<file path="src/rtl/id_ex_stage_reg_pkg.sv">
// Shared decoder/ID-EX definitions: opcode constants, control-word layout,
// and pack/unpack helpers for the 21-bit control word.
package id_ex_stage_reg_pkg;

  // Opcode and funct constants used by the decoder feeding this stage
  localparam logic [5:0] OP_RTYPE = 6'b000000;
  localparam logic [5:0] OP_ADDI  = 6'b001000;
  localparam logic [5:0] OP_LW    = 6'b100011;
  localparam logic [5:0] OP_SW    = 6'b101011;
  localparam logic [5:0] OP_BEQ   = 6'b000100;
  localparam logic [5:0] OP_BNE   = 6'b000101;
  localparam logic [5:0] OP_J     = 6'b000010;
  localparam logic [5:0] OP_JAL   = 6'b000011;

  localparam logic [5:0] FUNCT_ADD = 6'b100000;
  localparam logic [5:0] FUNCT_SUB = 6'b100010;
  localparam logic [5:0] FUNCT_AND = 6'b100100;
  localparam logic [5:0] FUNCT_OR  = 6'b100101;
  localparam logic [5:0] FUNCT_JR  = 6'b001000;

  localparam int CTRL_W = 21;

  // Bit offsets of each field inside the packed control word
  localparam int REG_WRITE_B = 20;
  localparam int ALU_SRC_B   = 19;
  localparam int MEM_WRITE_B = 18;
  localparam int ALU_OP_HI   = 17;
  localparam int ALU_OP_LO   = 15;
  localparam int DTR_HI      = 14;
  localparam int DTR_LO      = 13;
  localparam int MEM_READ_B  = 12;
  localparam int BEQ_B       = 11;
  localparam int BNE_B       = 10;
  localparam int JUMP_B      = 9;
  localparam int REG_DST_HI  = 8;
  localparam int REG_DST_LO  = 7;
  localparam int SEL_ADDR_HI = 6;
  localparam int SEL_ADDR_LO = 5;
  localparam int SIZE_HI     = 4;
  localparam int SIZE_LO     = 0;

  typedef struct packed {
    logic       reg_write;
    logic       alu_src;
    logic       mem_write;
    logic [2:0] alu_op;
    logic [1:0] data_to_reg;
    logic       mem_read;
    logic       beq;
    logic       bne;
    logic       jump;
    logic [1:0] reg_dst;
    logic [1:0] sel_addr;
    logic [4:0] size_ctrl;
  } ctrl_t;

  // All-zero control word: no register write, no memory access, no branch
  localparam logic [CTRL_W-1:0] CTRL_NOP = '0;

  function automatic logic [CTRL_W-1:0] pack_ctrl(input ctrl_t c);
    return c;
  endfunction

  function automatic ctrl_t unpack_ctrl(input logic [CTRL_W-1:0] w);
    return ctrl_t'(w);
  endfunction

endpackage

</file>
<file path="src/rtl/id_ex_stage_reg_load_use_detector.sv">
// Load-use hazard equation: a load in EX whose destination is read by the
// instruction in ID must stall one cycle. Pure combinational.
module load_use_detector #(
  parameter int REG_W = 5
) (
  input  logic             i_enable,
  input  logic             i_ex_valid,
  input  logic             i_ex_mem_read,
  input  logic [REG_W-1:0] i_ex_rt,
  input  logic [REG_W-1:0] i_id_rs,
  input  logic [REG_W-1:0] i_id_rt,
  output logic             o_stall
);

  assign o_stall = i_enable & i_ex_valid & i_ex_mem_read & (|i_ex_rt) &
                   ((i_ex_rt == i_id_rs) | (i_ex_rt == i_id_rt));

endmodule

</file>
<file path="src/rtl/id_ex_stage_reg.sv">
// ID/EX pipeline register with load-use stall generation, bubble insertion
// on flush/stall, and a saturating bubble counter for the debug unit.
module id_ex_stage_reg
  import id_ex_stage_reg_pkg::*;
#(
  parameter int DATA_W = 32,
  parameter int REG_W  = 5,
  parameter int CNT_W  = 16
) (
  input  logic              i_clk,
  input  logic              i_rst_n,
  input  logic              i_enable,
  input  logic              i_flush,
  input  logic [CTRL_W-1:0] i_id_ctrl,
  input  logic [DATA_W-1:0] i_id_rs_data,
  input  logic [DATA_W-1:0] i_id_rt_data,
  input  logic [DATA_W-1:0] i_id_imm,
  input  logic [DATA_W-1:0] i_id_pc4,
  input  logic [REG_W-1:0]  i_id_rs,
  input  logic [REG_W-1:0]  i_id_rt,
  input  logic [REG_W-1:0]  i_id_rd,
  output logic [CTRL_W-1:0] o_ex_ctrl,
  output logic [DATA_W-1:0] o_ex_rs_data,
  output logic [DATA_W-1:0] o_ex_rt_data,
  output logic [DATA_W-1:0] o_ex_imm,
  output logic [DATA_W-1:0] o_ex_pc4,
  output logic [REG_W-1:0]  o_ex_rs,
  output logic [REG_W-1:0]  o_ex_rt,
  output logic [REG_W-1:0]  o_ex_rd,
  output logic              o_ex_valid,
  output logic              o_stall,
  output logic [CNT_W-1:0]  o_bubble_cnt
);

  function automatic logic [CNT_W-1:0] sat_inc(input logic [CNT_W-1:0] c);
    return (&c) ? c : c + 1'b1;
  endfunction

  // ID side (p0): next contents of the EX register
  logic [CTRL_W-1:0]        ctrl_p0;
  logic [DATA_W-1:0]        rs_data_p0;
  logic [DATA_W-1:0]        rt_data_p0;
  logic signed [DATA_W-1:0] imm_p0;
  logic [DATA_W-1:0]        pc4_p0;
  logic [REG_W-1:0]         rs_p0;
  logic [REG_W-1:0]         rt_p0;
  logic [REG_W-1:0]         rd_p0;
  logic                     vld_p0;
  logic [CNT_W-1:0]         bubble_cnt_nxt;

  // EX side (p1): registered stage contents
  logic [CTRL_W-1:0]        ctrl_p1;
  logic [DATA_W-1:0]        rs_data_p1;
  logic [DATA_W-1:0]        rt_data_p1;
  logic signed [DATA_W-1:0] imm_p1;
  logic [DATA_W-1:0]        pc4_p1;
  logic [REG_W-1:0]         rs_p1;
  logic [REG_W-1:0]         rt_p1;
  logic [REG_W-1:0]         rd_p1;
  logic                     vld_p1;
  logic [CNT_W-1:0]         bubble_cnt;

  logic stall;

  load_use_detector #(
    .REG_W(REG_W)
  ) u_load_use_detector (
    .i_enable      (i_enable),
    .i_ex_valid    (vld_p1),
    .i_ex_mem_read (ctrl_p1[MEM_READ_B]),
    .i_ex_rt       (rt_p1),
    .i_id_rs       (i_id_rs),
    .i_id_rt       (i_id_rt),
    .o_stall       (stall)
  );

  always_comb begin
    ctrl_p0        = ctrl_p1;
    rs_data_p0     = rs_data_p1;
    rt_data_p0     = rt_data_p1;
    imm_p0         = imm_p1;
    pc4_p0         = pc4_p1;
    rs_p0          = rs_p1;
    rt_p0          = rt_p1;
    rd_p0          = rd_p1;
    vld_p0         = vld_p1;
    bubble_cnt_nxt = bubble_cnt;
    if (i_enable) begin
      if (i_flush || stall) begin
        ctrl_p0        = CTRL_NOP;
        rs_data_p0     = '0;
        rt_data_p0     = '0;
        imm_p0         = '0;
        pc4_p0         = '0;
        rs_p0          = '0;
        rt_p0          = '0;
        rd_p0          = '0;
        vld_p0         = 1'b0;
        bubble_cnt_nxt = sat_inc(bubble_cnt);
      end else begin
        ctrl_p0    = i_id_ctrl;
        rs_data_p0 = i_id_rs_data;
        rt_data_p0 = i_id_rt_data;
        imm_p0     = i_id_imm;
        pc4_p0     = i_id_pc4;
        rs_p0      = i_id_rs;
        rt_p0      = i_id_rt;
        rd_p0      = i_id_rd;
        vld_p0     = 1'b1;
      end
    end
  end

  // ---- ID -> EX stage boundary ----
  always_ff @(posedge i_clk or negedge i_rst_n) begin
    if (!i_rst_n) begin
      ctrl_p1    <= '0;
      rs_data_p1 <= '0;
      rt_data_p1 <= '0;
      imm_p1     <= '0;
      pc4_p1     <= '0;
      rs_p1      <= '0;
      rt_p1      <= '0;
      rd_p1      <= '0;
      vld_p1     <= 1'b0;
      bubble_cnt <= '0;
    end else begin
      ctrl_p1    <= ctrl_p0;
      rs_data_p1 <= rs_data_p0;
      rt_data_p1 <= rt_data_p0;
      imm_p1     <= imm_p0;
      pc4_p1     <= pc4_p0;
      rs_p1      <= rs_p0;
      rt_p1      <= rt_p0;
      rd_p1      <= rd_p0;
      vld_p1     <= vld_p0;
      bubble_cnt <= bubble_cnt_nxt;
    end
  end

  assign o_ex_ctrl    = ctrl_p1;
  assign o_ex_rs_data = rs_data_p1;
  assign o_ex_rt_data = rt_data_p1;
  assign o_ex_imm     = imm_p1;
  assign o_ex_pc4     = pc4_p1;
  assign o_ex_rs      = rs_p1;
  assign o_ex_rt      = rt_p1;
  assign o_ex_rd      = rd_p1;
  assign o_ex_valid   = vld_p1;
  assign o_stall      = stall;
  assign o_bubble_cnt = bubble_cnt;

endmodule
</file>
<file path="config.mk">
export PLATFORM = sky130hd
export DESIGN_NAME = id_ex_stage_reg
export DESIGN_NICKNAME = d
export VERILOG_FILES = /design/src/rtl/id_ex_stage_reg_pkg.sv /design/src/rtl/id_ex_stage_reg_load_use_detector.sv /design/src/rtl/id_ex_stage_reg.sv
export SDC_FILE = /design/constraint.sdc
export NUM_CORES = 1
export LEC_CHECK = 0
export CAP_MARGIN = 25
export CORE_AREA = 2 2 135 137
export CTS_BUF_LIST = sky130_fd_sc_hd__clkbuf_4 sky130_fd_sc_hd__clkbuf_8
export DETAILED_ROUTE_END_ITERATION = 7
export DIE_AREA = 0 0 137 139
export PLACE_DENSITY = 0.78
export SLEW_MARGIN = 25
export SYNTH_ARGS = -nofsm -noshare
export SYNTH_HDL_FRONTEND = slang
export SYNTH_HIERARCHICAL = 1
export SYNTH_SLANG_ARGS = --single-unit
export TNS_END_PERCENT = 5
</file>
<file path="constraint.sdc">
create_clock -name i_clk -period 2.65 [get_ports i_clk]
set_input_delay 0.6625 -clock i_clk [delete_from_list [all_inputs] [get_ports i_clk]]
set_output_delay 0.6625 -clock i_clk [all_outputs]
set_load 0.1 [all_outputs]
</file>
==> results by stage, run 1 <==
Setup path:
- The count of buffer and inverter cells on the critical path is 1.
- Walking the worst path, the cells encountered are xor2_1, nor3_1, nand3_1, a21oi_4, buf_12.
- The kind of cell with the highest combined delay along the critical path is flip-flops.
- The required time of the critical path is ~2000 ps.
- The setup slack of the worst register-to-register path is 180 ps.
- Counting cells, the worst reg-to-reg path comes to 7.
- The class of the most critical setup path is flip-flop to output port.
- The arrival time reported for the critical path endpoint is 2020 ps.
- The startpoint type of the worst setup path is a flip-flop.
- In this run the worst path has a maximum fanout of 4.
- For this design, the slowest cell found on the critical path is sky130_fd_sc_hd__dfrtp_4.
- STA classifies the critical path endpoint as an output port.
- Counting buffers and inverters, the worst setup path is 5 cells deep.
- On the worst path, the slowest cell contributes a delay of 520 ps.

Placed design:
- Summed over all nets, the half-perimeter wirelength after detailed placement is about 14000 um.
- Routability-driven placement finished with a final weighted congestion of between 0.8 and 0.9.
- The number of buffer cells added on primary ports is roughly 350.
- The setup slack at placement is -245.6 ps.

Finish:
- In the final layout, the share of cells above drive strength 1 is 0.3076.
- The number of nets at the end of the flow is 972.
- Compared with the post-synthesis result, the final layout area differs by 58.18%.
- The number of filler cells placed in the layout is around 1400.

Synthesis:
- After synthesis, the share of flip-flops with an asynchronous set or reset is 1.000.
- Of the post-synthesis cell area, the dominant cell type holds 0.6813.
- The sequential share of the synthesized area is 0.6813.
- The commonest cells after synthesis are 181 x sky130_fd_sc_hd__dfrtp_1, 164 x sky130_fd_sc_hd__a22o_1, 36 x sky130_fd_sc_hd__clkbuf_1.
- The count of synthesis-stage warnings from yosys is 6.
- The post-synthesis register bit count is 181.
- The number of nets in the synthesized netlist is 626.
- Summing every instance area after synthesis gives 6648 sq um.
- The most area-hungry cell type in the Yosys netlist is sky130_fd_sc_hd__dfrtp_1.
- The most used standard cell by instance count after synthesis is sky130_fd_sc_hd__dfrtp_1.
- The mean post-synth cell area is 14.55 sq um.
- The number of flops mapped to enable cells by yosys is 0.
- Among all flip-flop cells after synthesis, the most frequent one is sky130_fd_sc_hd__dfrtp_1.
- The post-synthesis cell count is 457.
- Ranked by total cell area, the synthesized netlist is headed by sky130_fd_sc_hd__dfrtp_1 68%, sky130_fd_sc_hd__a22o_1 22%, sky130_fd_sc_hd__clkbuf_1 2.0%.
- The number of different library cells in the post-synthesis netlist is 29.

Timing:
- The period utilization is 1.010.
- The slew of the pin with the lowest slew margin is between 700 and 800 ps.
- The shortest clock period the worst path allows after layout is 2678 ps.
- Setup repair after global routing could not meet its margin everywhere.
- The maximum achievable frequency is 373.5 MHz.
- The count of final max-slew check failures was 0.
- In the final timing run, aggregate negative setup slack is -27.70 ps.
- The final worst setup slack is -27.70 ps.
- The final setup skew is 12.23 ps.
- The hold violation total from the final report came to 0.
- Setup violations remaining at the end of the flow were counted as 1.
- The normalized max-slew margin is 0.5279.

Routing:
- The routed wire length per instance is 19.32 um.
- The residual DRC count is 0.
- The final route contains 5375 vias.
- After detailed routing, the number of vias per cell comes to 5.139.
- In this run the remaining antenna-violating nets after routing total 0.
- For this block, the initial DRC count from the detailed router was around 200.
- For this run, the detailed router's first-pass iteration total came to 4.
- The total wire length after detailed routing is 20210 um.

Floorplanning:
- The initial utilization of the core area, before any placement, comes to 0.3765.
- The region available for standard cell placement spans 17660 sq um.
- The floorplan has 49 rows.
- The horizontal die dimension is between 100 and 150 um.
- The die covers 19040 sq um.
- For this design the top-level I/O count stands at between 300 and 400.
- The chip height is 139 um.

Global routing:
- Entering global routing, the biggest net connects 131 pins.
- The total grt overflow is 0.
- The total track usage is 0.2058.
- The number of antenna violations at the first check in global routing is 1.
- The via count of the first global-routing pass came to roughly 5600.
- The global-route wire length before repair is 30440 um.

Min path:
- The class of the tightest hold or removal check is flip-flop to flip-flop.
- Along the worst hold path, the cell count comes to 1.

Outcome:
- The flow ran to the end, but the final reports show violations.
- The final reports fail on negative setup slack.

CTS:
- The number of CTS-inserted buffers is 17.
- The clock net in this run drives a total of 181 sinks.
- The longest clock path from root to sink contains 2 buffers.
- TritonCTS built the clock tree.
- Clock-pin slew was measured on the worst setup and hold paths at roughly 90 ps.
- The clock insertion delay at the later pin of the skew report is roughly 450 ps.
- The cell sitting at the root of the clock tree is a sky130_fd_sc_hd__clkbuf_8.
- The count of H-tree levels built during CTS is 4.

Flow run:
- The tool flagged a number of max-cap violations equal to 0.

Power and ir drop:
- IR analysis of the VDD net gives a maximum drop of 0.5771 mV.
- The analysis attributes to cell leakage a power of 5.050 nW.
- Power spread over the standard cell area amounts to 768.7 nW/um^2.
## path summary, 6_finish.rpt
| path | startpoint | to |
|---|---|---|
| hold / removal | o_bubble_cnt[14]$_DFFE_PN0P_ | o_bubble_cnt[14]$_DFFE_PN0P_ |
| setup reg to reg | o_ex_rt[2]$_DFFE_PN0P_ | o_ex_imm[25]$_DFFE_PN0P_ |
| min in group asynchronous | i_rst_n | o_ex_pc4[3]$_DFFE_PN0P_ |
| hold reg to reg | o_bubble_cnt[14]$_DFFE_PN0P_ | o_bubble_cnt[14]$_DFFE_PN0P_ |
| setup / recovery | o_ex_rt[4]$_DFFE_PN0P_ | o_stall |
| max in group asynchronous | i_rst_n | o_ex_imm[6]$_DFFE_PN0P_ |
## stage by stage
step	power [mW]	hold slack, ps	utilization	cells	area, sq um
3_3_place_gp	6.277	458.2	0.5716	1011	10090
6_report	8.083	510.6	0.5955	1046	10520
3_5_place_dp	6.315	461.4	0.5716	1011	10090
2_1_floorplan	5.397	366.9	-	457	6746
4_1_cts	8.146	505.3	0.5948	1045	10500
5_1_grt	8.380	530.8	0.5955	1046	10520
## timing repair
action	4_1_cts	5_1_grt
cloned	0	0
endpoints found under the setup margin	35	36
setup buffers	1	0
endpoints found under the hold margin	4	0
resized for setup	9	2
pin swaps	7	2
hold buffers	1	0
## area by class of cell
cell class	count	area, sq um	area share
repair buffers	364	3226	0.3068
clock buffers	20	269.0	0.02558
diodes	1	2.502	0.0002380
inverters	3	13.76	0.001309
well taps	229	286.5	0.02725
clock inverters	12	108.9	0.01035
multi-input cells	236	2063	0.1962
flip-flops and latches	181	4546	0.4323
## per-layer routing
| metal | wire (um) | vias up | global-route usage | share of wire |
|---|---|---|---|---|
| met5 | 0 | - | 0 | 0 |
| met4 | 483 | 0 | 0.07054 | 0.024 |
| met3 | 1695 | 34 | 0.06250 | 0.084 |
| met2 | 10060 | 247 | 0.3472 | 0.50 |
| met1 | 7967 | 2656 | 0.2488 | 0.39 |
| li1 | - | 2438 | - | - |
## state kept, by name (all words and copies together), names as in the netlist
| signal | flops |
|---|---|
| o_ex_rs | 5 |
| o_ex_rt_data | 32 |
| o_ex_ctrl | 21 |
| o_bubble_cnt | 16 |
| o_ex_valid | 1 |
| o_ex_pc4 | 32 |
| o_ex_imm | 32 |
| o_ex_rs_data | 32 |
| o_ex_rd | 5 |
| o_ex_rt | 5 |
## placed cells by master, fill, tap and decap left out, drive strengths merged, types with 6 or more instances in the layout
cell	count
a22o	164
buf	197
clkbuf	20
clkdlybuf4s50	160
dfrtp	181
dlygate4sd2	6
inv	12
nand2	6
nand3	6
nand4	7
nor3	7
xnor2	11
xor2	14
## power by group
group | internal, mW | switching (mW) | total, mW
sequential | 3.01 | 0.218 | 3.23
combinational | 0.755 | 2.28 | 3.04
clock | 0.748 | 1.07 | 1.82
total | 4.51 | 3.57 | 8.08
## cell families (layout without fill, tap and decap cells)
logic type / Yosys count / after routing / synth area share
adders and majority gates: 1 / 1 / 0.001882
xor gates and xnor gates: 25 / 25 / 0.03294
AOI/OAI and AO/OA: 170 / 170 / 0.2225
DFF: 181 / 181 / 0.6813
other: 0 / 1 / 0
buffers and inverters: 40 / 399 / 0.02277
and+or+nand+nor: 39 / 39 / 0.03689
muxes: 1 / 1 / 0.001694
No activity file was read; power rests on OpenSTA's default activity.
==> inputs of run 2 (changes only) <==
CTS_CLUSTER_SIZE = 24   (was unset)
==> results of run 2 <==
Same layout as run 1: the final DEF is identical, and so are final timing and power.
